==> config.mk <==
export PLATFORM = sky130hd
export DESIGN_NAME = keypad_emulator
export DESIGN_NICKNAME = d
export VERILOG_FILES = /design/src/rtl/keypad_emulator.sv
export SDC_FILE = /design/constraint.sdc
export NUM_CORES = 1
export LEC_CHECK = 0
export CORE_MARGIN = 3
export CORE_UTILIZATION = 57
export DETAILED_ROUTE_END_ITERATION = 8
export PLACE_DENSITY = 0.78
export SLEW_MARGIN = 25
export SYNTH_ARGS = -nofsm -noshare
export SYNTH_HDL_FRONTEND = slang
export SYNTH_SLANG_ARGS = --single-unit
==> constraint.sdc <==
create_clock -name clk -period 5.2 [get_ports clk]
set_input_delay 0.78 -clock clk [delete_from_list [all_inputs] [get_ports clk]]
set_output_delay 0.78 -clock clk [all_outputs]
set_load 0.005 [all_outputs]
==> src/rtl/keypad_emulator.sv <==
// Switch-matrix end of a 4x4 keypad: plays back "press key k for N units" commands
// on the column lines in response to row strobes, with LFSR contact bounce.
module keypad_emulator #(
   parameter int unsigned BOUNCE_CYCLES  = 250000,
   parameter int unsigned CHATTER_CYCLES = 2500,
   parameter int unsigned HOLD_UNIT      = 50000
) (
   input  logic        clk,
   input  logic        rst,
   input  logic        cmd_valid,
   output logic        cmd_ready,
   input  logic [3:0]  cmd_key,
   input  logic [15:0] cmd_hold,
   input  logic [3:0]  row,
   output logic [3:0]  col,
   output logic        contact,
   output logic        busy,
   output logic        done,
   output logic [1:0]  dbg_state
);

   // Handshake: a command is taken on any cycle where cmd_valid && cmd_ready;
   // cmd_ready is high only in IDLE and there is no queueing while busy.

   typedef enum logic [1:0] {
      IDLE   = 2'd0,
      BNC_DN = 2'd1,
      HOLD   = 2'd2,
      BNC_UP = 2'd3
   } state_t;

   localparam bit          BNC_EN    = (BOUNCE_CYCLES != 0);
   localparam logic [31:0] B_LAST    = 32'(BOUNCE_CYCLES - 1);
   localparam logic [31:0] CHAT_LAST = 32'(CHATTER_CYCLES - 1);
   localparam logic [31:0] HU        = 32'(HOLD_UNIT);

   state_t      state, state_n;
   logic [31:0] cnt, cnt_n;
   logic [31:0] chat_cnt;
   logic [15:0] lfsr;
   logic [3:0]  key_r;
   logic [15:0] hold_r;
   logic [31:0] cmd_hold_cycles;
   logic [31:0] hold_cycles;
   logic        accept;
   logic        lfsr_fb;

   // 65535 * HOLD_UNIT must fit; both operands are widened before multiplying.
   assign cmd_hold_cycles = 32'(cmd_hold) * HU;
   assign hold_cycles     = 32'(hold_r) * HU;
   assign accept          = cmd_valid && (state == IDLE);
   assign lfsr_fb         = lfsr[0] ^ lfsr[2] ^ lfsr[3] ^ lfsr[5];

   always_ff @(posedge clk or posedge rst) begin
      if (rst) begin
         state    <= IDLE;
         cnt      <= '0;
         chat_cnt <= '0;
         lfsr     <= 16'hACE1;
         key_r    <= '0;
         hold_r   <= '0;
      end else begin
         state <= state_n;
         cnt   <= cnt_n;
         if (accept) begin
            key_r  <= cmd_key;
            hold_r <= cmd_hold;
         end
         // Chatter only advances inside a bounce window; the LFSR freezes elsewhere.
         if (state == BNC_DN || state == BNC_UP) begin
            if (chat_cnt == CHAT_LAST) begin
               chat_cnt <= '0;
               lfsr     <= {lfsr_fb, lfsr[15:1]};
            end else begin
               chat_cnt <= chat_cnt + 32'd1;
            end
         end else begin
            chat_cnt <= '0;
         end
      end
   end

   // cnt holds the remaining cycles of the current state minus one.
   always_comb begin
      state_n   = state;
      cnt_n     = cnt;
      contact   = 1'b0;
      cmd_ready = 1'b0;
      done      = 1'b0;
      case (state)
         IDLE: begin
            cmd_ready = 1'b1;
            if (cmd_valid) begin
               if (BNC_EN) begin
                  state_n = BNC_DN;
                  cnt_n   = B_LAST;
               end else if (cmd_hold_cycles != 32'd0) begin
                  state_n = HOLD;
                  cnt_n   = cmd_hold_cycles - 32'd1;
               end else begin
                  // Single release cycle: contact stays 0, done follows at once.
                  state_n = BNC_UP;
                  cnt_n   = '0;
               end
            end
         end
         BNC_DN: begin
            contact = (cnt == 32'd0) ? 1'b1 : lfsr[0];
            if (cnt == 32'd0) begin
               if (hold_cycles != 32'd0) begin
                  state_n = HOLD;
                  cnt_n   = hold_cycles - 32'd1;
               end else begin
                  state_n = BNC_UP;
                  cnt_n   = B_LAST;
               end
            end else begin
               cnt_n = cnt - 32'd1;
            end
         end
         HOLD: begin
            contact = 1'b1;
            if (cnt == 32'd0) begin
               if (BNC_EN) begin
                  state_n = BNC_UP;
                  cnt_n   = B_LAST;
               end else begin
                  state_n = IDLE;
                  done    = 1'b1;
               end
            end else begin
               cnt_n = cnt - 32'd1;
            end
         end
         BNC_UP: begin
            contact = (cnt == 32'd0) ? 1'b0 : lfsr[0];
            if (cnt == 32'd0) begin
               state_n = IDLE;
               done    = 1'b1;
            end else begin
               cnt_n = cnt - 32'd1;
            end
         end
         default: begin
            state_n = IDLE;
            cnt_n   = '0;
         end
      endcase
   end

   // Passive switch: only the selected key's row and column matter.
   always_comb begin
      col = 4'b1111;
      if (contact && !row[key_r[3:2]])
         col[key_r[1:0]] = 1'b0;
   end

   assign busy      = (state != IDLE);
   assign dbg_state = state;

endmodule
[Word level (Yosys, flattened, before mapping)]
Index checks and enable logic that the tools add are counted.
Word-level totals
  register bits after elaboration: 102
  output and inout bits: 10
  word-level logic and storage cells: 63
Operators by class
  $lt $le $gt $ge: 3
  bitwise gates (word level): 4
  equality and inequality tests: 9
  add/sub/neg operators: 3
  reduce and logical (&&, ||, !) cells: 12
  muxes and demuxes: 25
  $mul: 1
Operators with widths (count)
  32-bit two-way mux: 7
  32-bit one-hot mux with 4 select lines: 1
  32-bit by 1-bit subtractor with 32-bit output (second input constant): 2
  32-bit by 1-bit adder with 32-bit output (second input constant): 1
  32-bit by 12-bit equality test with 1-bit output (second input constant): 1
  32-bit zero test: 1
  32-bit nonzero test: 1
  16-bit by 12-bit multiplier with 28-bit output (second input constant): 1
  1-bit two-way mux: 8
  2-bit two-way mux: 4
  2-bit one-hot mux with 4 select lines: 1
  2-bit by 3-bit < comparator with 1-bit output (second input constant): 2
  2-bit inequality test (second input constant): 3
  2-bit equality test (second input constant): 2
  4-bit two-way mux: 1
  2-bit by 1-bit inequality test with 1-bit output (second input constant): 2
  4-bit inverter: 1
  2-bit AND reduction: 2
  4-bit AND reduction: 1
  1-bit logical AND: 3
  1-bit one-hot mux with 3 select lines: 1
  1-bit bitwise XOR: 3
  1-bit binary-select mux with 2-bit select: 1
  1-bit demux with 2-bit select: 1
  6 further kinds: 6

[Longest topological paths before layout]
  word-level depth: 6
  depth in mapped cells: 21
  gate-level depth less buffers: 19

[Worst setup path after synthesis]
OpenSTA, ideal clock, no wires.
  path type: register to register
  start: register hold_r[5]
  end: register cnt[13]
  arrival time: 5047 ps
  stages on the path, launching flop included: 20
  setup time: 138 ps
  slack: 15 ps
  buffers on the path: 2
  required time: 5062 ps
  cells stage by stage: dfrtp_1 ha_1 ha_1 fa_1 inv_1 fa_1 fa_1 inv_1 ha_1 buf_6 a21o_1 a31oi_1 o221ai_2 or3_1 a221oi_4 and3_1 and4b_1 nand4bb_4 buf_8 o221ai_2
On the way
  word-level cells in the longest chain between the ends: 5
  elaborated cells on any way between the ends: 6
  classes of those cells: add/sub: 1; mul: 1; mux: 3; reduce/logical: 1
RTL lines
  start: declaration: RTL line 42  | logic [15:0] hold_r;
  start signal: assignment: RTL line 67  | hold_r <= cmd_hold;
  16-bit by 12-bit multiplier with 28-bit output *: RTL line 50  | assign hold_cycles = 32'(hold_r) * HU;
  32-bit by 1-bit subtractor with 32-bit output or 32-bit nonzero test (tied branches): RTL line 112, 110
  32-bit two-way mux *: RTL line 110  | if (hold_cycles != 32'd0) begin
  32-bit two-way mux *: RTL line 109  | if (cnt == 32'd0) begin
  32-bit one-hot mux with 4 select lines *: RTL line 90  | case (state)
  end signal: assignment: RTL line 64  | cnt <= cnt_n;
  end: declaration: RTL line 38  | logic [31:0] cnt, cnt_n;
Mark *: on every way between the ends. The rest lies on a longest branch, timed or not.
A chain may end at the register's enable or synchronous reset.

[Worst setup path after layout]
  start: register hold_r[11]
  end: register cnt[13]
On the way
  word-level cells in the longest chain between the ends: 5
RTL lines (RTL line)
  16-bit by 12-bit multiplier with 28-bit output: 50
  32-bit nonzero test: 110
  32-bit two-way mux: 110
  32-bit two-way mux: 109
  32-bit one-hot mux with 4 select lines: 90
No other way between the ends.

==> results.sh <==
export IMPL_netlist_area_sq_um=9600
export IMPL_use_met1=0.351
export IMPL_synth_distinct_cells=80
export IMPL_dieArea_sq_um=18400
export IMPL_yosys_top_cells_count="107 x ha_1, 104 x inv_1, 94 x dfrtp_1"
export IMPL_core_area_sq_um=16200
export IMPL_ff_latch_area_sq_um=2570
export IMPL_ys_warn_count=0
export IMPL_antenna_left=0
export IMPL_vias=8762
export IMPL_hold_violations=0
export IMPL_layout_drive_gt1_share=0.304
export IMPL_multi_input_area_sq_um=7260
export IMPL_syn_mean_instance_area_sq_um=9.27
export IMPL_dp_hpwl_microns=18200
export IMPL_critPathCaptureType="register"
export IMPL_die_y_microns=136
export IMPL_diodes=0
export IMPL_htreeDepth=3
export IMPL_root_buffer="clkbuf_16"
export IMPL_clock_skew_ns=0.00901
export IMPL_met3_usage=0.0539
export IMPL_syn_inst=1035
export IMPL_synth_top_cells_by_area="dfrtp_1 25%, ha_1 14%, fa_1 9.2%, mux2_2 4.3%, inv_1 4.1%"
export IMPL_crit_type="register to register"
export IMPL_ys_flop_type="dfrtp_1"
export IMPL_clkSlewWorstSetupHoldPaths_ns=0.07
export IMPL_reg2reg_slack_ns=-0.34
export IMPL_firstDrtPassIters=5
export IMPL_drtIter0Drc=1109
export IMPL_r2r_cells=20
export IMPL_cts_buffers=9
export IMPL_busiest_layer="met2"
export IMPL_synthArstFlopShare=1.00
export IMPL_wire_per_inst_microns=20.1
export IMPL_worst_skew_pair_late_latency_ns=0.37
export IMPL_setup_ws_ns=-0.337
export IMPL_dp_cells=1371
export IMPL_r2r_start="hold_r[11]"
export IMPL_report_final_slew_viol_count=0
export IMPL_slew_headroom=0.304
export IMPL_layout_nets=1375
export IMPL_tritoncts="built"
export IMPL_hold_start="lfsr[9]"
export IMPL_synth_edf_count=0
export IMPL_cp_arrival_ns=5.81
export IMPL_grt_first_pass_wirelength_microns=42000
export IMPL_syn_to_final_growth_pct=28.1
export IMPL_grt_pass1_vias=8658
export IMPL_routed_wl_microns=28500
export IMPL_met2_usage=0.489
export IMPL_violations="negative setup slack"
export IMPL_cts_hold_buffers=0
export IMPL_min_path_type="register to register"
export IMPL_ys_seq_area_frac=0.267
export IMPL_finalCriticalPeriod_ns=5.54
export IMPL_antenna_found_initial=0
export IMPL_synth_nets=1213
export IMPL_worstSetupStartpoint="hold_r[11]"
export IMPL_cp_endpoint="cnt[13]"
export IMPL_cts_sinks=102
export IMPL_stdcell_count=1418
export IMPL_overflow=0
export IMPL_io_buffers=36
export IMPL_fin_crit_sh=1.06
export IMPL_required_ns=5.47
export IMPL_gp_congestion=0.900
export IMPL_track_usage=0.284
export IMPL_rows=46
export IMPL_nFillCells=999
export IMPL_fmax_ghz=0.181
export IMPL_status="finished, violations left"
export IMPL_clockBufferDepth=2
export IMPL_synth_top_area_cell="dfrtp_1"
export IMPL_grt_max_degree=77
export IMPL_yosysMostFrequentCell="ha_1"
export IMPL_drv_cap=0
export IMPL_start_util=0.593
export IMPL_io_pins=37
export IMPL_via_per_inst=6.18
export IMPL_cp_start_kind="register"
export IMPL_drc_errors=0
export IMPL_critPathMaxFanout=8
export IMPL_finalSetupViolCount=26
export IMPL_synth_top_cell_area_share=0.245
export IMPL_die_w_microns=136
export IMPL_timing_rr_end="cnt[13]"
export IMPL_rsz0062_at_grt="true"
export IMPL_synth_seq_cells=102
export IMPL_worstMarginPinSlew_ns=1.04
-- cells by family (layout without fill, tap and decap cells) --
logic type                 Yosys count  in the layout  synth area share
adders and majority gates          151            151             0.231
and+or+nand+nor                    336            336             0.186
DFF                                102            102             0.267
buffers and inverters              131            298            0.0559
AOI/OAI and AO/OA                  208            208             0.151
xor gates and xnor gates            67             67            0.0611
muxes                               40             40            0.0478
-- through the flow --
stage | hold slack (ns) | TNS, ns | setup WS, ns | util | instance area [sq um]
2_1_floorplan | 0.449 | 0 | 0.0145 | - | 9600
3_3_place_gp | 0.473 | -1.87 | -0.127 | 0.677 | 10900
3_5_place_dp | 0.492 | -5.56 | -0.285 | 0.677 | 10900
4_1_cts | 0.511 | 0 | 0.00316 | 0.726 | 11700
5_1_grt | 0.535 | -11.41 | -0.495 | 0.760 | 12300
6_report | 0.509 | -7.31 | -0.337 | 0.760 | 12300
-- metal layers --
metal | part of all wire | wire, microns
met4 | 0.053 | 1510
met3 | 0.062 | 1770
met5 | 0 | 0
met2 | 0.50 | 14200
met1 | 0.39 | 11100
-- timing repair --
| action | 4_1_cts | 5_1_grt |
|---|---|---|
| gates resized for setup | 54 | 99 |
| buffers inserted | 17 | 15 |
| setup endpoints to repair | 26 | 26 |
| cloned | 1 | 0 |
| pin swaps | 45 | 66 |
-- state kept, by name, indices dropped and copies added (netlist names) --
name,flops
chat_cnt,32
dbg_state,2
key_r,4
hold_r,16
lfsr,16
cnt,32
-- cell type report --
cell class,instances,area share
timing repair buffer,178,0.122
multi-input combinational,802,0.590
clock buffer,11,0.0206
clock inverter,5,0.00315
inverter,104,0.0321
sequential,102,0.209
tap,216,0.0220
-- critical path, stage by stage (launching register included) --
cell and delay [ns]:
dfrtp_2 0.40, buf_4 0.15, buf_4 0.15, ha_1 0.38
fa_1 0.61, inv_1 0.08, fa_1 0.46, fa_1 0.53
inv_2 0.06, ha_4 0.28, buf_8 0.13, o21ai_0 0.09
a21oi_1 0.37, a21oi_2 0.16, o41ai_2 0.38, xor2_1 0.32
nor4_2 0.07, and4b_1 0.21, nand4bb_4 0.27, buf_6 0.19
o221ai_2 0.16
-- how the worst min path moves through the flow --
| stage | end | cells past startpoint |
|---|---|---|
| after floorplan | cnt[13] | 2 |
| after global placement | chat_cnt[0] | 1 |
| after detailed placement | cnt[13] | 2 |
| after CTS | chat_cnt[0] | 1 |
| after global routing | lfsr[12] | 1 |
| final | lfsr[8] | 1 |
-- placed cells by master (no fill, tap or decap), drive strengths merged, types with 5 or more instances in the layout --
cell type,Yosys,final
buf,8,141
inv,104,107
ha,107,107
dfrtp,94,94
nor2,88,88
nand2,75,75
o21ai,58,58
a21oi,57,57
fa,44,44
mux2,37,37
xnor2,36,36
clkdlybuf4s50,0,36
xor2,31,31
nor3,29,29
nor4,24,24
nand3,23,23
or3,19,19
nand4,15,15
a21o,14,14
and3,14,14
clkbuf,19,12
and2,8,8
dfstp,8,8
a211oi,8,8
o211ai,7,7
nand2b,6,6
and4,6,6
nor2b,6,6
o221ai,6,6
or2,6,6
a31oi,6,6
a22oi,5,5
Power is left out: the tool's default activity adds up to more than one toggle a clock period on the data nets, which glitch-free logic cannot reach.
